## config.mk

```make
export PLATFORM = sky130hd
export DESIGN_NAME = flow_key_builder_flat
export DESIGN_NICKNAME = d
export VERILOG_FILES = /design/src/rtl/flow_key_pkg.sv /design/src/rtl/flow_key_builder_if.sv /design/src/rtl/flow_key_fifo.sv /design/src/rtl/flow_key_builder.sv /design/src/flat_wrapper.sv
export SDC_FILE = /design/constraint.sdc
export NUM_CORES = 1
export LEC_CHECK = 0
export ABC_CLOCK_PERIOD_IN_PS = 5900
export CAP_MARGIN = 10
export CORE_MARGIN = 8
export CORE_UTILIZATION = 55
export DETAILED_ROUTE_END_ITERATION = 7
export GPL_ROUTABILITY_DRIVEN = 0
export PLACE_DENSITY = 0.79
export REMOVE_ABC_BUFFERS = 1
export SETUP_SLACK_MARGIN = 0.4
export SLEW_MARGIN = 20
export SYNTH_ARGS = -nofsm -noshare
export SYNTH_HDL_FRONTEND = slang
export SYNTH_SLANG_ARGS = --single-unit
```

## constraint.sdc

```tcl
create_clock -name clk -period 5.9 [get_ports clk]
set_input_delay 1.18 -clock clk [delete_from_list [all_inputs] [get_ports clk]]
set_output_delay 1.18 -clock clk [all_outputs]
set_load 0.03 [all_outputs]
```

## src/rtl/flow_key_pkg.sv

```systemverilog
// Shared constants, key layout and state types for the flow key builder.
// Also holds the key packing and saturating-counter helpers.
package flow_key_pkg;

    localparam logic [15:0] ETH_TYPE_IPV4 = 16'h0800;
    localparam logic [7:0]  PROTO_TCP     = 8'd6;
    localparam logic [7:0]  PROTO_UDP     = 8'd17;

    localparam int unsigned KEY_W        = 104;
    localparam int unsigned SRC_IP_LSB   = 72;
    localparam int unsigned DST_IP_LSB   = 40;
    localparam int unsigned SRC_PORT_LSB = 24;
    localparam int unsigned DST_PORT_LSB = 8;
    localparam int unsigned PROTO_LSB    = 0;

    typedef enum logic [1:0] {
        KeyMode5Tuple  = 2'd0,
        KeyMode3Tuple  = 2'd1,
        KeyModeDstOnly = 2'd2,
        KeyModeRsvd    = 2'd3
    } key_mode_e;

    typedef enum logic [1:0] {
        KeyClassL4    = 2'd0,
        KeyClassL3    = 2'd1,
        KeyClassNonIp = 2'd2
    } key_class_e;

    typedef enum logic [1:0] {
        StIdle    = 2'd0,
        StWaitEth = 2'd1,
        StWaitIp  = 2'd2,
        StWaitL4  = 2'd3
    } fsm_state_e;

    function automatic logic [KEY_W-1:0] pack_key(
        input logic [31:0] src_ip,
        input logic [31:0] dst_ip,
        input logic [15:0] src_port,
        input logic [15:0] dst_port,
        input logic [7:0]  proto
    );
        logic [KEY_W-1:0] key;
        key                         = '0;
        key[SRC_IP_LSB +: 32]       = src_ip;
        key[DST_IP_LSB +: 32]       = dst_ip;
        key[SRC_PORT_LSB +: 16]     = src_port;
        key[DST_PORT_LSB +: 16]     = dst_port;
        key[PROTO_LSB +: 8]         = proto;
        return key;
    endfunction

    function automatic logic [15:0] sat_inc(input logic [15:0] cnt, input logic en);
        return (en && (cnt != 16'hFFFF)) ? cnt + 16'd1 : cnt;
    endfunction

endpackage

```

## src/rtl/flow_key_builder_if.sv

```systemverilog
// Parser-side inputs and lookup-side key handshake of the flow key builder.
// slave is the builder's view, master is the parser/consumer view.
interface flow_key_builder_if #(
    parameter int unsigned KEY_WIDTH = 104
);
    logic                 pkt_start;
    logic [1:0]           key_mode;
    logic [15:0]          eth_type;
    logic                 eth_parser_ready;
    logic [31:0]          src_ip;
    logic [31:0]          dst_ip;
    logic [7:0]           protocol;
    logic                 ipv4_parser_ready;
    logic [15:0]          udp_src_port;
    logic [15:0]          udp_dst_port;
    logic [15:0]          tcp_src_port;
    logic [15:0]          tcp_dst_port;
    logic                 udp_tcp_parser_ready;
    logic [KEY_WIDTH-1:0] flow_key;
    logic [1:0]           key_class;
    logic                 key_valid;
    logic                 key_ready;
    logic [15:0]          abort_cnt;
    logic [15:0]          timeout_cnt;
    logic [15:0]          drop_cnt;

    modport master (
        output pkt_start, key_mode, eth_type, eth_parser_ready, src_ip, dst_ip, protocol,
               ipv4_parser_ready, udp_src_port, udp_dst_port, tcp_src_port, tcp_dst_port,
               udp_tcp_parser_ready, key_ready,
        input  flow_key, key_class, key_valid, abort_cnt, timeout_cnt, drop_cnt
    );

    modport slave (
        input  pkt_start, key_mode, eth_type, eth_parser_ready, src_ip, dst_ip, protocol,
               ipv4_parser_ready, udp_src_port, udp_dst_port, tcp_src_port, tcp_dst_port,
               udp_tcp_parser_ready, key_ready,
        output flow_key, key_class, key_valid, abort_cnt, timeout_cnt, drop_cnt
    );

endinterface

```

## src/rtl/flow_key_fifo.sv

```systemverilog
// First-word-fall-through FIFO; a push into a full FIFO is accepted only when
// a pop happens in the same cycle.
module flow_key_fifo #(
    parameter int unsigned WIDTH = 106,
    parameter int unsigned DEPTH = 4
) (
    input  logic             clk,
    input  logic             rst_n,
    input  logic             push,
    input  logic [WIDTH-1:0] push_data,
    input  logic             pop,
    output logic [WIDTH-1:0] pop_data,
    output logic             full,
    output logic             empty
);
    localparam int unsigned PtrW = (DEPTH > 1) ? $clog2(DEPTH) : 1;
    localparam int unsigned CntW = PtrW + 1;

    logic [WIDTH-1:0] mem_q [DEPTH];
    logic [PtrW-1:0]  wr_ptr_q, rd_ptr_q;
    logic [CntW-1:0]  count_q, count_d;
    logic             do_push, do_pop;

    assign empty    = (count_q == '0);
    assign full     = (count_q == CntW'(DEPTH));
    assign do_pop   = pop && !empty;
    assign do_push  = push && (!full || do_pop);
    assign pop_data = mem_q[rd_ptr_q];

    always_comb begin
        count_d = count_q;
        if (do_push && !do_pop) begin
            count_d = count_q + CntW'(1);
        end else if (!do_push && do_pop) begin
            count_d = count_q - CntW'(1);
        end
    end

    always_ff @(posedge clk or negedge rst_n) begin
        if (!rst_n) begin
            wr_ptr_q <= '0;
            rd_ptr_q <= '0;
            count_q  <= '0;
        end else begin
            count_q <= count_d;
            if (do_push) begin
                wr_ptr_q <= wr_ptr_q + PtrW'(1);
            end
            if (do_pop) begin
                rd_ptr_q <= rd_ptr_q + PtrW'(1);
            end
        end
    end

    // Storage needs no reset: the head is only observed when not empty.
    always_ff @(posedge clk) begin
        if (do_push) begin
            mem_q[wr_ptr_q] <= push_data;
        end
    end

endmodule

```

## src/rtl/flow_key_builder.sv

```systemverilog
// Tracks one packet through Ethernet, IPv4 and L4 parser results, builds a
// configurable flow key and queues it for the match-action lookup.
module flow_key_builder
    import flow_key_pkg::*;
#(
    parameter int unsigned KEY_WIDTH      = 104,
    parameter int unsigned FIFO_DEPTH     = 4,
    parameter int unsigned TIMEOUT_CYCLES = 64
) (
    input logic               clk,
    input logic               rst_n,
    flow_key_builder_if.slave bus
);
    localparam int unsigned TimerW = $clog2(TIMEOUT_CYCLES + 1);
    localparam int unsigned EntryW = KEY_WIDTH + 2;

    fsm_state_e       state_q, state_d;
    logic [TimerW-1:0] timer_q, timer_d;
    key_mode_e        mode_q;
    logic [15:0]      eth_type_q;
    logic [31:0]      src_ip_q, dst_ip_q;
    logic [7:0]       proto_q;
    logic [15:0]      udp_src_q, udp_dst_q, tcp_src_q, tcp_dst_q;
    logic             eth_seen_q, ip_seen_q, l4_seen_q;
    logic [15:0]      abort_cnt_q, timeout_cnt_q, drop_cnt_q;

    logic             push, pop, abort_inc, timeout_inc, drop_inc;
    logic [KEY_W-1:0] push_key;
    key_class_e       push_class;
    logic [EntryW-1:0] head;
    logic             fifo_full, fifo_empty;

    // A new packet clears everything captured for the previous one.
    always_ff @(posedge clk or negedge rst_n) begin
        if (!rst_n) begin
            mode_q     <= KeyMode5Tuple;
            eth_type_q <= '0;
            src_ip_q   <= '0;
            dst_ip_q   <= '0;
            proto_q    <= '0;
            udp_src_q  <= '0;
            udp_dst_q  <= '0;
            tcp_src_q  <= '0;
            tcp_dst_q  <= '0;
            eth_seen_q <= 1'b0;
            ip_seen_q  <= 1'b0;
            l4_seen_q  <= 1'b0;
        end else if (bus.pkt_start) begin
            eth_seen_q <= 1'b0;
            ip_seen_q  <= 1'b0;
            l4_seen_q  <= 1'b0;
            mode_q     <= (key_mode_e'(bus.key_mode) == KeyModeRsvd) ? KeyMode5Tuple
                                                                      : key_mode_e'(bus.key_mode);
        end else if (state_q != StIdle) begin
            if (bus.eth_parser_ready) begin
                eth_type_q <= bus.eth_type;
                eth_seen_q <= 1'b1;
            end
            if (bus.ipv4_parser_ready) begin
                src_ip_q  <= bus.src_ip;
                dst_ip_q  <= bus.dst_ip;
                proto_q   <= bus.protocol;
                ip_seen_q <= 1'b1;
            end
            if (bus.udp_tcp_parser_ready) begin
                udp_src_q <= bus.udp_src_port;
                udp_dst_q <= bus.udp_dst_port;
                tcp_src_q <= bus.tcp_src_port;
                tcp_dst_q <= bus.tcp_dst_port;
                l4_seen_q <= 1'b1;
            end
        end
    end

    always_comb begin
        state_d     = state_q;
        timer_d     = '0;
        push        = 1'b0;
        push_key    = '0;
        push_class  = KeyClassL4;
        abort_inc   = 1'b0;
        timeout_inc = 1'b0;
        if (bus.pkt_start) begin
            state_d   = StWaitEth;
            abort_inc = (state_q != StIdle);
        end else begin
            unique case (state_q)
                StIdle: begin
                end
                StWaitEth: begin
                    if (eth_seen_q) begin
                        if (eth_type_q == ETH_TYPE_IPV4) begin
                            state_d = StWaitIp;
                        end else begin
                            push       = 1'b1;
                            push_key   = KEY_W'(eth_type_q);
                            push_class = KeyClassNonIp;
                            state_d    = StIdle;
                        end
                    end
                end
                StWaitIp: begin
                    if (ip_seen_q) begin
                        if ((mode_q == KeyMode5Tuple) &&
                            ((proto_q == PROTO_TCP) || (proto_q == PROTO_UDP))) begin
                            state_d = StWaitL4;
                        end else begin
                            push       = 1'b1;
                            push_class = KeyClassL3;
                            state_d    = StIdle;
                            if (mode_q == KeyModeDstOnly) begin
                                push_key = pack_key('0, dst_ip_q, '0, '0, '0);
                            end else begin
                                push_key = pack_key(src_ip_q, dst_ip_q, '0, '0, proto_q);
                            end
                        end
                    end
                end
                StWaitL4: begin
                    if (l4_seen_q) begin
                        push       = 1'b1;
                        push_class = KeyClassL4;
                        state_d    = StIdle;
                        if (proto_q == PROTO_TCP) begin
                            push_key = pack_key(src_ip_q, dst_ip_q, tcp_src_q, tcp_dst_q, proto_q);
                        end else begin
                            push_key = pack_key(src_ip_q, dst_ip_q, udp_src_q, udp_dst_q, proto_q);
                        end
                    end
                end
                default: state_d = StIdle;
            endcase
            // Timer only runs while a WAIT state makes no progress.
            if ((state_q != StIdle) && (state_d == state_q)) begin
                if (timer_q == TimerW'(TIMEOUT_CYCLES)) begin
                    timeout_inc = 1'b1;
                    state_d     = StIdle;
                end else begin
                    timer_d = timer_q + TimerW'(1);
                end
            end
        end
    end

    always_ff @(posedge clk or negedge rst_n) begin
        if (!rst_n) begin
            state_q       <= StIdle;
            timer_q       <= '0;
            abort_cnt_q   <= '0;
            timeout_cnt_q <= '0;
            drop_cnt_q    <= '0;
        end else begin
            state_q       <= state_d;
            timer_q       <= timer_d;
            abort_cnt_q   <= sat_inc(abort_cnt_q, abort_inc);
            timeout_cnt_q <= sat_inc(timeout_cnt_q, timeout_inc);
            drop_cnt_q    <= sat_inc(drop_cnt_q, drop_inc);
        end
    end

    assign pop      = bus.key_ready && !fifo_empty;
    assign drop_inc = push && fifo_full && !pop;

    flow_key_fifo #(
        .WIDTH (EntryW),
        .DEPTH (FIFO_DEPTH)
    ) u_fifo (
        .clk       (clk),
        .rst_n     (rst_n),
        .push      (push),
        .push_data ({push_class, push_key}),
        .pop       (pop),
        .pop_data  (head),
        .full      (fifo_full),
        .empty     (fifo_empty)
    );

    assign bus.key_valid   = !fifo_empty;
    assign bus.flow_key    = fifo_empty ? '0 : head[KEY_WIDTH-1:0];
    assign bus.key_class   = fifo_empty ? 2'b00 : head[EntryW-1 -: 2];
    assign bus.abort_cnt   = abort_cnt_q;
    assign bus.timeout_cnt = timeout_cnt_q;
    assign bus.drop_cnt    = drop_cnt_q;

endmodule

```

## src/flat_wrapper.sv

```systemverilog
// flat-port wrapper written by rule: the top's interface ports become plain ports
module flow_key_builder_flat import flow_key_pkg::*;
#(
    parameter int unsigned KEY_WIDTH      = 104,
    parameter int unsigned FIFO_DEPTH     = 4,
    parameter int unsigned TIMEOUT_CYCLES = 64
)
  (clk, rst_n, bus_pkt_start, bus_key_mode, bus_eth_type, bus_eth_parser_ready, bus_src_ip, bus_dst_ip, bus_protocol, bus_ipv4_parser_ready, bus_udp_src_port, bus_udp_dst_port, bus_tcp_src_port, bus_tcp_dst_port, bus_udp_tcp_parser_ready, bus_key_ready, bus_flow_key, bus_key_class, bus_key_valid, bus_abort_cnt, bus_timeout_cnt, bus_drop_cnt);
  flow_key_builder_if #(.KEY_WIDTH(KEY_WIDTH)) bus_i ();
  input logic clk;
  input logic rst_n;
  input wire logic [$bits(bus_i.pkt_start)-1:0] bus_pkt_start;
  input wire logic [$bits(bus_i.key_mode)-1:0] bus_key_mode;
  input wire logic [$bits(bus_i.eth_type)-1:0] bus_eth_type;
  input wire logic [$bits(bus_i.eth_parser_ready)-1:0] bus_eth_parser_ready;
  input wire logic [$bits(bus_i.src_ip)-1:0] bus_src_ip;
  input wire logic [$bits(bus_i.dst_ip)-1:0] bus_dst_ip;
  input wire logic [$bits(bus_i.protocol)-1:0] bus_protocol;
  input wire logic [$bits(bus_i.ipv4_parser_ready)-1:0] bus_ipv4_parser_ready;
  input wire logic [$bits(bus_i.udp_src_port)-1:0] bus_udp_src_port;
  input wire logic [$bits(bus_i.udp_dst_port)-1:0] bus_udp_dst_port;
  input wire logic [$bits(bus_i.tcp_src_port)-1:0] bus_tcp_src_port;
  input wire logic [$bits(bus_i.tcp_dst_port)-1:0] bus_tcp_dst_port;
  input wire logic [$bits(bus_i.udp_tcp_parser_ready)-1:0] bus_udp_tcp_parser_ready;
  input wire logic [$bits(bus_i.key_ready)-1:0] bus_key_ready;
  output wire logic [$bits(bus_i.flow_key)-1:0] bus_flow_key;
  output wire logic [$bits(bus_i.key_class)-1:0] bus_key_class;
  output wire logic [$bits(bus_i.key_valid)-1:0] bus_key_valid;
  output wire logic [$bits(bus_i.abort_cnt)-1:0] bus_abort_cnt;
  output wire logic [$bits(bus_i.timeout_cnt)-1:0] bus_timeout_cnt;
  output wire logic [$bits(bus_i.drop_cnt)-1:0] bus_drop_cnt;
  assign bus_i.pkt_start = bus_pkt_start;
  assign bus_i.key_mode = bus_key_mode;
  assign bus_i.eth_type = bus_eth_type;
  assign bus_i.eth_parser_ready = bus_eth_parser_ready;
  assign bus_i.src_ip = bus_src_ip;
  assign bus_i.dst_ip = bus_dst_ip;
  assign bus_i.protocol = bus_protocol;
  assign bus_i.ipv4_parser_ready = bus_ipv4_parser_ready;
  assign bus_i.udp_src_port = bus_udp_src_port;
  assign bus_i.udp_dst_port = bus_udp_dst_port;
  assign bus_i.tcp_src_port = bus_tcp_src_port;
  assign bus_i.tcp_dst_port = bus_tcp_dst_port;
  assign bus_i.udp_tcp_parser_ready = bus_udp_tcp_parser_ready;
  assign bus_i.key_ready = bus_key_ready;
  assign bus_flow_key = bus_i.flow_key;
  assign bus_key_class = bus_i.key_class;
  assign bus_key_valid = bus_i.key_valid;
  assign bus_abort_cnt = bus_i.abort_cnt;
  assign bus_timeout_cnt = bus_i.timeout_cnt;
  assign bus_drop_cnt = bus_i.drop_cnt;
  flow_key_builder #(.KEY_WIDTH(KEY_WIDTH), .FIFO_DEPTH(FIFO_DEPTH), .TIMEOUT_CYCLES(TIMEOUT_CYCLES)) u_core (.clk(clk), .rst_n(rst_n), .bus(bus_i));
endmodule
```

# --- Word-level counts from Yosys, hierarchy flattened ---
# Memory sizes are Yosys's and may differ from the RTL's.
# Cells that the tools add are included.
op_classes:
  n_mul: 0
  n_eq_ne: 14
  addsub: 8
  div_mod_pow: 0
  muxes: 55
  n_lt_le_gt_ge: 0
  n_bitwise: 1
  reduce_logical: 33
  shifts: 0
op_table:
  columns: ["operator", "n"]
  rows:
  - ["104-bit 2-to-1 mux", 7]
  - ["104-bit one-hot mux with 3 select lines", 1]
  - ["16-bit by 1-bit adder with 16-bit output, second input constant", 3]
  - ["16-bit != test, second input constant", 3]
  - ["40-bit 2-to-1 mux", 1]
  - ["2-bit 2-to-1 mux", 15]
  - ["1-bit 2-to-1 mux", 22]
  - ["7-bit 2-to-1 mux", 3]
  - ["16-bit by 12-bit equality test with 1-bit output, second input constant", 1]
  - ["16-bit 2-to-1 mux", 1]
  - ["1-bit logical AND", 12]
  - ["2-bit nonzero test", 6]
  - ["3-bit AND reduction", 3]
  - ["2-bit equality test, second input constant", 4]
  - ["8-bit by 3-bit equality test with 1-bit output, second input constant", 1]
  - ["8-bit by 5-bit equality test with 1-bit output, second input constant", 1]
  - ["7-bit by 1-bit adder with 7-bit output, second input constant", 1]
  - ["7-bit equality test, second input constant", 1]
  - ["3-bit 2-to-1 mux", 2]
  - ["2-bit one-hot mux with 3 select lines", 1]
  - ["2-bit AND reduction", 3]
  - ["1-bit logical NOT", 5]
  - ["2-bit by 1-bit adder with 2-bit output, second input constant", 2]
  - ["2-bit one-hot mux with 2 select lines", 1]
  - ["10 further kinds", 11]
word_totals:
  elab_cells: 132
  ff_bits: 221
  mem_bits_rw: 424
  in_bits: 161
  mem_bits_ro: 0
  latchBits: 0
  output_inout_bits: 155
  n_memories: 1
memory_table:
  columns: ["memory", "words", "width", "rd", "rd_clocked_by_memory_dff", "wr", "line", "source"]
  rows:
  - ["u_core.u_fifo.mem_q", 4, 106, 1, 0, 1, "flow_key_fifo.sv:19", "logic [WIDTH-1:0] mem_q [DEPTH];"]

# --- Depth between registers and ports, before layout ---
# Gate-level depths: netlist (run 1).
logic_depth:
  word_depth: 12
  mapped_depth: 12
  depth_no_buf: 12

# --- Cells and area by module ---
# Synthesis (run 1) repeated with hierarchy kept, for this count alone.
hier_totals:
  cells_unflattened: 1553
  area_unflattened_um2: 26292.7
by_module_without_submodules:
  columns: ["mod", "seq_area_each_um2", "area_per_inst_um2", "instances", "cells_per_inst"]
  rows:
  - ["flow_key_fifo", 12907.4, 15682.5, 1, 589]
  - ["flow_key_builder", 5355.1, 10610.2, 1, 964]

# --- Worst setup path after synthesis (run 1) ---
# No wires, ideal clock.
synth_timing:
  kind: "in2reg"
  from: "in bus_pkt_start"
  to: "mem u_core.u_fifo.mem_q[0][0] (enable)"
  arrival_ns: 4.661
  stages: 4
  path_buffers: 1
  required_time_ns: 5.423
  slack_ns: 0.762
  setup_ns: 0.477
  cell_sequence: "or2_2 clkbuf_1 nor3_1 and2_1"
synth_via:
  elab_chain_cells: 4
synth_rtl:
  columns: ["item", "line", "source"]
  rows:
  - ["start: declaration", "flat_wrapper.sv:12", "input wire logic [$bits(bus_i.pkt_start)-1:0] bus_pkt_start;"]
  - ["1-bit 2-to-1 mux", "flow_key_builder.sv:83", "if (bus.pkt_start) begin"]
  - ["1-bit logical AND", "flow_key_fifo.sv:27", "assign do_push = push && (!full || do_pop);"]
  - ["via u_core.u_fifo.do_push", "flow_key_fifo.sv:22", "logic do_push, do_pop;"]
  - ["1-bit 2-to-1 mux", "flow_key_fifo.sv:57", "if (do_push) begin"]
  - ["1-bit 2-to-1 mux (implied by the code)", "flow_key_fifo.sv:58", "mem_q[wr_ptr_q] <= push_data;"]
  - ["end: declaration", "flow_key_fifo.sv:19", null]
# The timed path passes the listed nets, and every way through them passes these cells.

# --- Final worst setup path (run 1) ---
layout_timing:
  from: "reg u_core.u_fifo.rd_ptr_q[0]"
  to: "out bus_flow_key[30]"
layout_via:
  elab_chain_cells: 2
layout_rtl:
  columns: ["item", "line", "source"]
  rows:
  - ["start: declaration", "flow_key_fifo.sv:20", "logic [PtrW-1:0] wr_ptr_q, rd_ptr_q;"]
  - ["start signal: assignment", "flow_key_fifo.sv:50", "rd_ptr_q <= rd_ptr_q + PtrW'(1);"]
  - ["memory 4 x 106 bit", null, null]
  - ["104-bit 2-to-1 mux", "flow_key_builder.sv:179", "assign bus.flow_key = fifo_empty ? '0 : head[KEY_WIDTH-1:0];"]
  - ["end: declaration", "flat_wrapper.sv:26", "output wire logic [$bits(bus_i.flow_key)-1:0] bus_flow_key;"]
# No other way between the ends.

==> impl_metrics.tcl, run 1 <==
set metrics [dict create \
    antenna_found_initial 12 \
    hold_viol 0 \
    coreArea_sq_um 47600 \
    crit_required_ns 4.72 \
    worstHoldPathType "in -> async" \
    clk_latency_ns 0.59 \
    synth_cell_types 59 \
    reg2reg_depth 8 \
    cellLeakagePower_uw 0.0124 \
    wl_per_cell_um 24.1 \
    maxSlewHeadroom_pct 28.7 \
    die_height_um 235 \
    clock_path_buffers 3 \
    use_met2_pct 35.4 \
    total_power_uw 13000 \
    postSynthAreaPerCell_sq_um 16.9 \
    netlist_area_sq_um 26500 \
    grt_max_degree 127 \
    layout_commonest_cell "edfxtp_1" \
    drt_iter0_drc 1088 \
    ant_nets 0 \
    layout.nets 2070 \
    grt.busiest_layer "met2" \
    p_per_area_nw_per_um2 400 \
    cp_cell_sequence "buf_4, mux4_2, and2_1, clkdlybuf4s50_1" \
    reg2reg_to "u_core.u_fifo.mem_q[2][97]" \
    p_int_uw 9140 \
    start_util_pct 55.6 \
    fmax_mhz 221 \
    slew_viol_final 0 \
    ir_worst_vdd_mv 0.224 \
    seq_power_share_pct 43.4 \
    r2r_slack_ns 1.64 \
    ctsResizeCount 0 \
    worstMarginPinSlew_ns 1.07 \
    viasPerCell 5.84 \
    layout-drive-gt1-share_pct 22.0 \
    cp-start-kind "flop" \
    grt_overflow 0 \
    cts_setup_buffers 0 \
    area_growth_pct 22.8 \
    yosysTopAreaCell "edfxtp_1" \
    clock-root-buffer "clkbuf_16" \
    cts_buffers 67 \
    cts.clk_slew.worst_paths_ns 0.06 \
    synth_edf_count 424 \
    fp.dieW_um 235 \
    yosysWarnings 0 \
    clkPwrFrac_pct 30.7 \
    firstDrtPassIters 5 \
    port_buffers 315 \
    routed_wirelength_um 62000 \
    power_frac_comb_pct 25.9 \
    switching_share_pct 29.8 \
    use_met3_pct 7.75 \
    first_global_vias 16100 \
    fin_util_pct 68.3 \
    p_sw_uw 3890 \
    rows 80 \
    arrival_ns 3.34 \
    finalInstanceArea_sq_um 32500 \
    r2r-start "u_core.state_q[1]" \
    synth.top_cell.area_share_pct 48.1 \
    drcViolationCount 0 \
    placed_area_sq_um 30400 \
    cts-htree-levels 3 \
    finalSetupViolations 0 \
    fin_hold_ws_ns 0.485 \
    grt_pass1_wl_um 95900 \
    synth.area.top_cells "edfxtp_1 48%, dfrtp_1 21%, mux4_2 9.0%" \
    num_io_pins 316 \
    ys_seq_area_share_pct 68.9 \
    async_flop_share_pct 34.3 \
    critical_path_class "reg -> out" \
    dp_hpwl_um 39200 \
    end_kind "primary output" \
    final_cells 2567 \
    cts_tree "yes" \
    dpl.cell_count 2437 \
    vias 15000 \
    netlist_instances 1569 \
    max_cap_viol_count 0 \
    status "complete, no violations" \
    synth_ff_type "edfxtp_1" \
    use_met1_pct 28.6 \
    skew_ns 0.0199 \
    numClockSinks 645 \
    cp_slowest_cell "dfrtp_4" \
    grt.total_usage_pct 22.3 \
    fin_crit_sh_pct 76.6 \
    synth_seq_cells 645 \
    worst-path-max-fanout 32 \
    period_needed_ns 4.52 \
    die_area_sq_um 55400 \
    most-common-layout-cells "424 x edfxtp_1, 314 x clkdlybuf4s50_1, 219 x dfrtp_1" \
    cts_hold_buffers 0 \
    rsz0062_at_grt "no" \
    cp_slowest_stage_delay_ns 0.86 \
]
[area by class of cell]
class	count	area, sq um
inverter	13	48.8
tap	615	769
antenna	7	17.5
multi-input combinational	827	7860
sequential	645	18300
timing repair buffer	340	3480
clock inverter	29	171
fill	3103	15100
clock buffer	91	1910
[metal layers]
metal | wire length [um] | vias up | part of all wire (%)
met1 | 25200 | 7719 | 41
li1 | - | 6589 | -
met2 | 29500 | 544 | 48
met4 | 1830 | 14 | 3.0
met5 | 96 | - | 0.15
met3 | 5360 | 124 | 8.6
[state kept, by name, indices dropped and copies added, names as in the netlist]
signal	cells
u_core.eth_type_q	16
u_core.l4_seen_q	1
u_core.u_fifo.rd_ptr_q	2
u_core.udp_src_q	16
u_core.u_fifo.count_q	3
u_core.tcp_src_q	16
u_core.u_fifo.mem_q	424
u_core.proto_q	8
u_core.dst_ip_q	32
u_core.bus.drop_cnt	16
u_core.mode_q	2
u_core.src_ip_q	32
u_core.u_fifo.wr_ptr_q	2
u_core.bus.timeout_cnt	16
u_core.udp_dst_q	16
u_core.ip_seen_q	1
u_core.tcp_dst_q	16
u_core.state_q	2
u_core.bus.abort_cnt	16
u_core.eth_seen_q	1
u_core.timer_q	7
[logic make-up after synthesis]
| family | share of synthesized area [%] |
|---|---|
| AOI/OAI and AO/OA | 2.09 |
| xor gates and xnor gates | 1.79 |
| adders and majority gates | 0.737 |
| buffers and inverters | 1.54 |
| DFF | 68.9 |
| muxes | 15.7 |
| and+or+nand+nor | 9.20 |
[cells in the mapped netlist (all sizes together), types with 2 or more instances]
| cell | instances |
|---|---|
| edfxtp | 424 |
| dfrtp | 221 |
| mux2 | 156 |
| and2 | 148 |
| mux4 | 106 |
| nand2 | 90 |
| clkbuf | 54 |
| a21oi | 44 |
| and3 | 40 |
| nor2 | 35 |
| xor2 | 34 |
| buf | 30 |
| nand3 | 21 |
| xnor2 | 20 |
| nor4 | 17 |
| nand4 | 16 |
| nor3 | 16 |
| ha | 14 |
| inv | 13 |
| a22oi | 8 |
| o21ai | 8 |
| and4 | 6 |
| nor4b | 6 |
| or3 | 4 |
| a21o | 3 |
| a311oi | 3 |
| and4bb | 3 |
| nand2b | 3 |
| a31oi | 2 |
| a41oi | 2 |
| mux2i | 2 |
| nand3b | 2 |
| nor3b | 2 |
| o31ai | 2 |
| or2 | 2 |
[worst max path at each step]
stage / from / endpoint / slack [ns] / cells past startpoint
6_report: u_core.u_fifo.rd_ptr_q[0] / bus_flow_key[30] / 1.38 / 4
5_1_grt: u_core.u_fifo.rd_ptr_q[0] / bus_flow_key[30] / 1.17 / 4
4_1_cts: u_core.u_fifo.rd_ptr_q[0] / bus_flow_key[30] / 1.26 / 4
3_5_place_dp: bus_pkt_start / u_core.u_fifo.mem_q[2][74] / 1.28 / 6
3_3_place_gp: bus_pkt_start / u_core.u_fifo.mem_q[2][84] / 1.36 / 6
2_1_floorplan: u_core.u_fifo.rd_ptr_q[0] / bus_flow_key[0] / -0.36 / 2
[power by group through the flow]
stage               combinational (uW)  sequential, uW  clock [uW]
floorplan                         2040            5790           0
global placement                  3360            5720           0
detailed placement                3400            5740           0
CTS                               3410            5660        4060
global route                      3570            5710        4220
finish                            3370            5660        4000
[critical path, delay by kind of cell (launching register included)]
family	cells	cell delay, ns
buffers and inverters	2	1.11
flip-flops	1	0.86
multiplexers	1	0.56
AND/OR/NAND/NOR	1	0.21
[metrics by stage]
step	setup TNS [ns]	setup slack (ns)
after floorplan	-37.79	-0.357
after global placement	0	1.36
after detailed placement	0	1.28
after CTS	0	1.26
after global routing	0	1.17
final	0	1.38
Power figures use the tool's default switching activity.
==> run 2, diff against run 1 <==
- ABC_CLOCK_PERIOD_IN_PS: 5900 -> 4400
- clock period: 5.9 -> 4.4 ns (I/O delays scaled with it)
==> run 2 against run 1 <==
Against the previous run: sequential share of layout area is 0.40 points lower; final cell count is 0.31% higher; final area is 0.71% higher; sequential power is 31% higher; critical path type unchanged; register-to-register slack worse by 0.57 ns; worst hold slack worse by 0.17 ns; first-iteration DRC count is 4.7% higher; non-clock buffer count is 9 higher; critical path depth stayed put.
==> impl_metrics.tcl, run 2 (synthesis results as in run 1) <==
set metrics [dict create \
    fin_crit_sh_pct 88.1 \
    largest_reg_flops 424 \
    switching_share_pct 29.2 \
    clk_latency_ns 0.59 \
    hold_viol 0 \
    p_per_area_nw_per_um2 542 \
    worst-path-stages 4 \
    die_area_sq_um 55400 \
    slew_viol_final 0 \
    placed_area_sq_um 30500 \
    cellLeakagePower_uw 0.0125 \
    rsz0062_at_grt "no" \
    fill_cells 3103 \
    layout.nets 2079 \
    coreArea_sq_um 47600 \
    finalInstanceArea_sq_um 32800 \
    fmax_mhz 258 \
    clkPwrFrac_pct 31.4 \
    fin_util_pct 68.8 \
    cts.clk_slew.worst_paths_ns 0.06 \
    cp-start-kind "flop" \
    wl_per_cell_um 24.2 \
    reg2reg_depth 7 \
    drt_iter0_drc 1139 \
    numClockSinks 645 \
    grt_max_degree 102 \
    drcViolationCount 0 \
    cts_buffers 66 \
    final_cells 2575 \
    crit_buf_inv 2 \
    vias 15100 \
    ir_worst_vdd_mv 0.343 \
    cts_hold_buffers 0 \
    arrival_ns 3.00 \
    power_frac_comb_pct 26.8 \
    status "complete, no violations" \
    pre_cts_ws_ns 0.867 \
    multi_input_area_sq_um 7860 \
    ant_nets 0 \
    grt_pass1_wl_um 95500 \
    cp_cell_sequence "buf_4, mux4_2, and2_1, clkdlybuf4s50_1" \
    worst-path-max-fanout 15 \
    layout-drive-gt1-share_pct 22.0 \
    max_cap_viol_count 0 \
    period_needed_ns 3.88 \
    first_global_vias 16100 \
    end_kind "primary output" \
    cp_slowest_stage_delay_ns 0.69 \
    reg_top3 "u_core.u_fifo.mem_q x424, u_core.dst_ip_q x32, u_core.src_ip_q x32" \
    finalWorstSetupSlack_ns 0.524 \
    crit_required_ns 3.52 \
    grt_overflow 0 \
    seq_power_share_pct 41.8 \
    layout_commonest_cell "edfxtp_1" \
    cts_tree "yes" \
    tns_ns 0 \
    fp.dieW_um 235 \
    critical_path_class "reg -> out" \
    cp_slowest_cell "dfrtp_4" \
    most-common-layout-cells "424 x edfxtp_1, 314 x clkdlybuf4s50_1, 219 x dfrtp_1" \
    dpl.cell_count 2448 \
    dp_hpwl_um 39000 \
    clock_path_buffers 3 \
    firstDrtPassIters 5 \
    die_height_um 235 \
    regMostFlops "u_core.u_fifo.mem_q" \
    p_sw_uw 5190 \
    worstMarginPinSlew_ns 1.05 \
    routed_wirelength_um 62400 \
    area_growth_pct 23.7 \
    port_buffers 315 \
    maxSlewHeadroom_pct 29.9 \
    clock-root-buffer "clkbuf_16" \
    worstHoldPathType "in -> async" \
    ff_latch_area_sq_um 18300 \
    rows 80 \
    crit_family "buffers and inverters" \
    antenna_found_initial 10 \
    finalSetupViolations 0 \
    cts-htree-levels 3 \
    skew_ns 0.0196 \
    viasPerCell 5.85 \
    num_io_pins 316 \
    start_util_pct 55.6 \
    grt.total_usage_pct 22.1 \
    p_int_uw 12600 \
]
## run 2: worst reg2reg max path: stages (launching register included)
cell and delay, ns:
dfrtp_1 0.52, inv_1 0.17, ha_1 0.39, or2_2 0.56, nor3_1 0.27, buf_4 0.19
and2_4 0.50, buf_12 0.37
## run 2: final timing paths
path	start	end	slack, ns
hold / removal	rst_n	u_core.bus.timeout_cnt[8]	0.32
setup / recovery	u_core.u_fifo.rd_ptr_q[0]	bus_flow_key[4]	0.52
hold reg to reg	u_core.bus.timeout_cnt[5]	u_core.bus.timeout_cnt[5]	0.48
max in group asynchronous	rst_n	u_core.bus.drop_cnt[6]	3.11
setup reg to reg	u_core.state_q[1]	u_core.u_fifo.mem_q[0][2]	1.07
min in group clk	u_core.bus.timeout_cnt[5]	u_core.bus.timeout_cnt[5]	0.48
## run 2: cell type report
cell class	count	share of cell area, %
tap	615	2.35
clock inverter	15	0.535
inverter	13	0.149
sequential	645	55.8
clock buffer	105	6.12
timing repair buffer	349	11.0
antenna	5	0.0382
multi-input combinational	828	24.0
## run 2: what timing repair did
item / CTS / global route
endpoints found under the setup margin: 82 / 5
endpoints found under the hold margin: 0 / 0
gates resized for setup: 0 / 0
pin swaps: 0 / 1
setup buffers: 1 / 0
gates cloned: 0 / 1
## run 2: stage by stage
stage | total power [uW] | hold slack, ns
floorplan | 10500 | 0.449
global placement | 12200 | 0.476
detailed placement | 12300 | 0.469
CTS | 17900 | 0.348
global route | 18400 | 0.382
finish | 17800 | 0.319
## run 2: power groups by stage
stage / clock (uW) / combinational, uW / sequential, uW
after floorplan: 0 / 2740 / 7770
after global placement: 0 / 4680 / 7510
after detailed placement: 0 / 4730 / 7550
after CTS: 5680 / 4830 / 7400
after global routing: 5890 / 5040 / 7490
final: 5580 / 4750 / 7420
## run 2: metal layers
| metal | vias up | track usage [%] | share of wire [%] |
|---|---|---|---|
| met4 | 8 | 7.33 | 2.1 |
| met3 | 90 | 5.89 | 7.1 |
| li1 | 6617 | - | - |
| met2 | 512 | 36.7 | 50 |
| met1 | 7831 | 28.3 | 41 |
| met5 | - | 0 | 0.079 |
==> edit 1 (config.mk and constraints of run 1) <==
`TIMEOUT_CYCLES` is set to 64 in 2 places; all go to 32.
--- a/src/rtl/flow_key_builder.sv
+++ b/src/rtl/flow_key_builder.sv
@@ -5,7 +5,7 @@
 #(
     parameter int unsigned KEY_WIDTH      = 104,
     parameter int unsigned FIFO_DEPTH     = 4,
-    parameter int unsigned TIMEOUT_CYCLES = 64
+    parameter int unsigned TIMEOUT_CYCLES = 32
 ) (
     input logic               clk,
     input logic               rst_n,
--- a/src/flat_wrapper.sv
+++ b/src/flat_wrapper.sv
@@ -3,7 +3,7 @@
 #(
     parameter int unsigned KEY_WIDTH      = 104,
     parameter int unsigned FIFO_DEPTH     = 4,
-    parameter int unsigned TIMEOUT_CYCLES = 64
+    parameter int unsigned TIMEOUT_CYCLES = 32
 )
   (clk, rst_n, bus_pkt_start, bus_key_mode, bus_eth_type, bus_eth_parser_ready, bus_src_ip, bus_dst_ip, bus_protocol, bus_ipv4_parser_ready, bus_udp_src_port, bus_udp_dst_port, bus_tcp_src_port, bus_tcp_dst_port, bus_udp_tcp_parser_ready, bus_key_ready, bus_flow_key, bus_key_class, bus_key_valid, bus_abort_cnt, bus_timeout_cnt, bus_drop_cnt);
   flow_key_builder_if #(.KEY_WIDTH(KEY_WIDTH)) bus_i ();
Function: no difference found for any inputs over 4 cycles, from zero or initial values and one cycle with rst_n low; that may be too few to reach the edited logic, so the function may still have changed.
==> edit 1 against run 1 <==
Clock power up 2%. Power rose by 23%. Sequential cell count decreased by 1. Register-to-register slack better by 160 ps. Routed wire length down 1.8%. Area after synthesis decreased by 1.3%. Worst setup slack got worse by 17 ps. Final area decreased by 0.66%.
==> edit 1: results (changes against run 1) <==
leading post-synthesis cells by cell area=sky130_fd_sc_hd__edfxtp_1, sky130_fd_sc_hd__dfrtp_1, sky130_fd_sc_hd__mux4_2 (unchanged); FF+latch area=18200 sq um (was 18300 sq um); fill cell count=3160 (was 3103); met2 GRT Util=36.8% (was 35.4%); global-route usage over all layers=22.2% (was 22.3%); instance count after placement with tap cells included=2425 (was 2437); Synth top cells by count=sky130_fd_sc_hd__edfxtp_1, sky130_fd_sc_hd__dfrtp_1, sky130_fd_sc_hd__mux2_2 (unchanged); fraction of synthesis flops using an asynchronous set or reset pin=34.2% (was 34.3%); EDFF count, synth=424 (unchanged); Iteration-0 DRC Markers=1168 (was 1088); met3 global-route usage=6.87% (was 7.75%); number of optimization iterations in the first detailed-route pass=5 (unchanged); IR Drop Worst-Case VDD=310 uV (was 224 uV); wirelength, routed=60900 um (was 62000 um); Post-DP HPWL=38500 um (was 39200 um); worst-case setup slack after placement=1280 ps (about the same); vias in the first global route=15.8k (was 16.1k); initial antenna violation count=2 (was 12); outcome=complete, no violations (unchanged); met1 usage=28.4% (was 28.6%); count of cells resized by post-cts repair=0 (unchanged); total CTS buffers=66 (was 67); final worst clock skew=23.7 ps (was 19.9 ps); count of distinct cell types in the synthesized netlist=52 (was 59); wire length of the first global-routing pass=92300 um (was 95900 um); switching power summed over all nets=5.25 mW (was 3.89 mW); data arrival time at the worst-slack endpoint=3360 ps (was 3340 ps); pin count of the biggest net entering global routing=120 (was 127); worst hold slack across all endpoints=477 ps (was 485 ps); kind of cell adding the most delay to the critical path=flip-flops (was buffers and inverters); destination of the worst register-to-register timing path=u_core.u_fifo.mem_q[0][69]$_DFFE_PP_ (was u_core.u_fifo.mem_q[2][97]$_DFFE_PP_); total met2 wirelength after detailed routing=30000 um (was 29500 um); share of post-route cells with drive strength above 1=21.0% (was 22.0%); Post-Synthesis Cells=1553 (was 1569); length of routed met3 wiring=4990 um (was 5360 um); FF-to-FF setup slack=1800 ps (was 1640 ps); antenna diode count=0 (was 7); P_leak=11.6 nW (was 12.4 nW); CP max FO=66 (was 32); relative slew slack=30.1% (was 28.7%); routed length on met1=24600 um (was 25200 um); Critical path origin=u_core.u_fifo.rd_ptr_q[1]$_DFFE_PN0P_ (was u_core.u_fifo.rd_ptr_q[0]$_DFFE_PN0P_); part of the Yosys area used for sequential elements=69.7% (was 68.9%); DR vias/cell=5.77 (was 5.84); Setup crit end=bus_flow_key[85] (was bus_flow_key[30]); post-placement cell area=30100 sq um (was 30400 sq um); critical path's largest stage delay=1090 ps (was 860 ps); Final Instance Count excl. Fillers=2547 (was 2567); share of the clock period used by the worst path after layout=76.9% (was 76.6%)
==> edit 1: cell type report <==
type	instances	area share, %
flip-flops and latches	644	56.5
multi-input cells	808	23.5
repair buffers	341	10.8
clock buffers	96	5.84
well taps	615	2.38
clock inverters	23	0.767
inverters	20	0.232
==> edit 1: logic make-up (layout without fill, tap and decap cells) <==
logic type / count (synthesis) / in the layout / share of synthesized area [%]
AO/OA/AOI/OAI: 82 / 82 / 1.99
XOR/XNOR: 53 / 53 / 1.77
adder cells (fa/ha/maj): 15 / 15 / 0.746
buffers and inverters: 101 / 480 / 1.46
flip-flops: 644 / 644 / 69.7
multiplexers: 264 / 264 / 15.9
AND/OR/NAND/NOR: 394 / 394 / 8.37
==> edit 1: power by group through the flow <==
stage | Clock [mW] | Sequential [mW] | Combinational, mW
after floorplan | 0 | 6.36 | 3.52
after CTS | 4.16 | 6.23 | 5.71
after global routing | 4.32 | 6.32 | 5.97
after detailed placement | 0 | 6.30 | 5.68
after global placement | 0 | 6.26 | 5.61
final | 4.08 | 6.24 | 5.64
==> edit 2 (settings of run 1) <==
Without the edit above. Make the reset (`rst_n`) synchronous in 3 clocked blocks.
--- a/src/rtl/flow_key_fifo.sv
+++ b/src/rtl/flow_key_fifo.sv
@@ -36,7 +36,7 @@
         end
     end
 
-    always_ff @(posedge clk or negedge rst_n) begin
+    always_ff @(posedge clk) begin
         if (!rst_n) begin
             wr_ptr_q <= '0;
             rd_ptr_q <= '0;
--- a/src/rtl/flow_key_builder.sv
+++ b/src/rtl/flow_key_builder.sv
@@ -31,7 +31,7 @@
     logic             fifo_full, fifo_empty;
 
     // A new packet clears everything captured for the previous one.
-    always_ff @(posedge clk or negedge rst_n) begin
+    always_ff @(posedge clk) begin
         if (!rst_n) begin
             mode_q     <= KeyMode5Tuple;
             eth_type_q <= '0;
@@ -142,7 +142,7 @@
         end
     end
 
-    always_ff @(posedge clk or negedge rst_n) begin
+    always_ff @(posedge clk) begin
         if (!rst_n) begin
             state_q       <= StIdle;
             timer_q       <= '0;
Check against the original RTL: differs if rst_n is asserted again (counterexample within 4 cycles, from zero or initial values and one cycle with rst_n low); with rst_n held inactive, the same outputs for 4 cycles.
==> edit 2 against run 1 <==
Area after synthesis shrank 3.0%. Routed wire length increased by 3.0%. Final cell count rose by 14%. Combinational power increased by 58%. Power increased by 9.5%. Sequential cell count grew 2. Final area is 3.2% lower. Worst setup slack better by 89 ps. Critical path type unchanged. Critical endpoint is now bus_flow_key[11]. Largest cell class unchanged. Highest routed layer is now met4.
==> edit 2: results (changes against run 1) <==
Iteration-0 DRC Markers=1478 (was 1088); post-placement cell area=29400 sq um (was 30400 sq um); share of post-route cells with drive strength above 1=10.4% (was 22.0%); IR Drop Worst-Case VDD=599 uV (was 224 uV); P_leak=9.71 nW (was 12.4 nW); worst reg2reg startpoint=u_core.state_q[0]$_SDFF_PN0_ (was u_core.state_q[1]$_DFF_PN0_); part of the Yosys area used for sequential elements=66.9% (was 68.9%); leading post-synthesis cells by cell area=sky130_fd_sc_hd__edfxtp_1, sky130_fd_sc_hd__dfxtp_1, sky130_fd_sc_hd__mux4_2 (was sky130_fd_sc_hd__edfxtp_1, sky130_fd_sc_hd__dfrtp_1, sky130_fd_sc_hd__mux4_2); initial antenna violation count=3 (was 12); final worst clock skew=23.7 ps (was 19.9 ps); destination of the worst register-to-register timing path=u_core.u_fifo.mem_q[2][9]$_DFFE_PP_ (was u_core.u_fifo.mem_q[2][97]$_DFFE_PP_); fraction of synthesis flops using an asynchronous set or reset pin=0% (was 34.3%); wirelength, routed=63800 um (was 62000 um); Worst-Skew Late Latency=620 ps (was 590 ps); global-route usage over all layers=23.1% (was 22.3%); CP max-delay cell=sky130_fd_sc_hd__dfxtp_4 (was sky130_fd_sc_hd__dfrtp_4); vias in the first global route=17.4k (was 16.1k); count of distinct cell types in the synthesized netlist=48 (was 59); FF-to-FF setup slack=2320 ps (was 1640 ps); number of nets at the end of the flow=2427 (was 2070); critical path's largest stage delay=830 ps (was 860 ps); data arrival time at the worst-slack endpoint=3250 ps (was 3340 ps); worst-case setup slack after placement=1810 ps (was 1280 ps); wire length of the first global-routing pass=97200 um (was 95900 um); DR vias/cell=5.80 (was 5.84); outcome=complete, no violations (unchanged); CP max FO=35 (was 32); total CTS buffers=61 (was 67); Least-Margin Pin Slew=989 ps (was 1070 ps)
[edit 2: cell types whose count changed in the layout (fill, tap and decap cells not counted), moves of 12 or more]
cell,delta
sky130_fd_sc_hd__and3_1,+36
sky130_fd_sc_hd__nand2_1,+316
sky130_fd_sc_hd__mux2_2,-155
sky130_fd_sc_hd__o21ai_1,+12
sky130_fd_sc_hd__nor2_1,+35
sky130_fd_sc_hd__and2_1,-29
sky130_fd_sc_hd__a21oi_1,+174
sky130_fd_sc_hd__dfxtp_1,+221
sky130_fd_sc_hd__or3_1,+12
sky130_fd_sc_hd__xor2_1,-21
sky130_fd_sc_hd__dfrtp_1,-219
[edit 2: worst max path at each step]
stage,end,slack (ps)
3_5_place_dp,u_core.dst_ip_q[2]$_SDFFE_PN0P_,1810
2_1_floorplan,bus_flow_key[0],-610
5_1_grt,bus_key_class[1],1250
6_report,bus_flow_key[11],1470
4_1_cts,bus_flow_key[11],1350
3_3_place_gp,u_core.tcp_src_q[1]$_SDFFE_PN0P_,1790
[edit 2: cell type report]
type / instances / area (sq um) / area share [%]
repair buffers: 334 / 3370 / 10.7
diodes: 4 / 10.0 / 0.0318
inverters: 16 / 65.1 / 0.207
clock inverters: 28 / 319 / 1.01
clock buffers: 87 / 1740 / 5.52
well taps: 607 / 759 / 2.41
multi-input cells: 1191 / 8030 / 25.5
flip-flops and latches: 647 / 17200 / 54.6
[edit 2: worst max-delay path, delay by kind of cell, from the launching register on]
family        cells  cell delay, ps
mux               1             530
flops             1             830
buf+inv           2            1080
simple gates      1             160
[edit 2: report_power, final]
part	internal [mW]	total, mW	switching [mW]
Sequential	4.82	4.93	0.114
Clock	2.35	4.00	1.65
Combinational	2.19	5.33	3.14
Total	9.36	14.3	4.90
[edit 2: per-layer routing]
metal  GRT usage, %  vias to the layer above  wire length [um]
met4           8.22                        0              1850
met5              0                        -                 0
met1           28.5                     8452             25400
li1               -                     7708                 -
met3           5.11                      120              4630
met2           39.8                      635             32000
[edit 2: cell families after synthesis]
| logic type | count (synthesis) | synth area share [%] |
|---|---|---|
| and+or+nand+nor | 761 | 13.9 |
| DFF | 647 | 66.9 |
| AOI/OAI and AO/OA | 268 | 5.68 |
| buffers and inverters | 139 | 2.05 |
| muxes | 109 | 9.41 |
| xor gates and xnor gates | 38 | 1.30 |
| adders and majority gates | 15 | 0.760 |
[edit 2: per-stage QoR]
stage                     power (mW)  hold slack, ps  utilization (%)  setup TNS (ps)  instances
after CTS                       14.4             450             67.9               0       2909
after detailed placement        10.4             442             63.4               0       2794
after global placement          10.4             437             63.4               0       2794
final                           14.3             449             67.9               0       2914
after floorplan                 8.02             426                -         -163670       1854
after global routing            14.8             468             67.9               0       2912
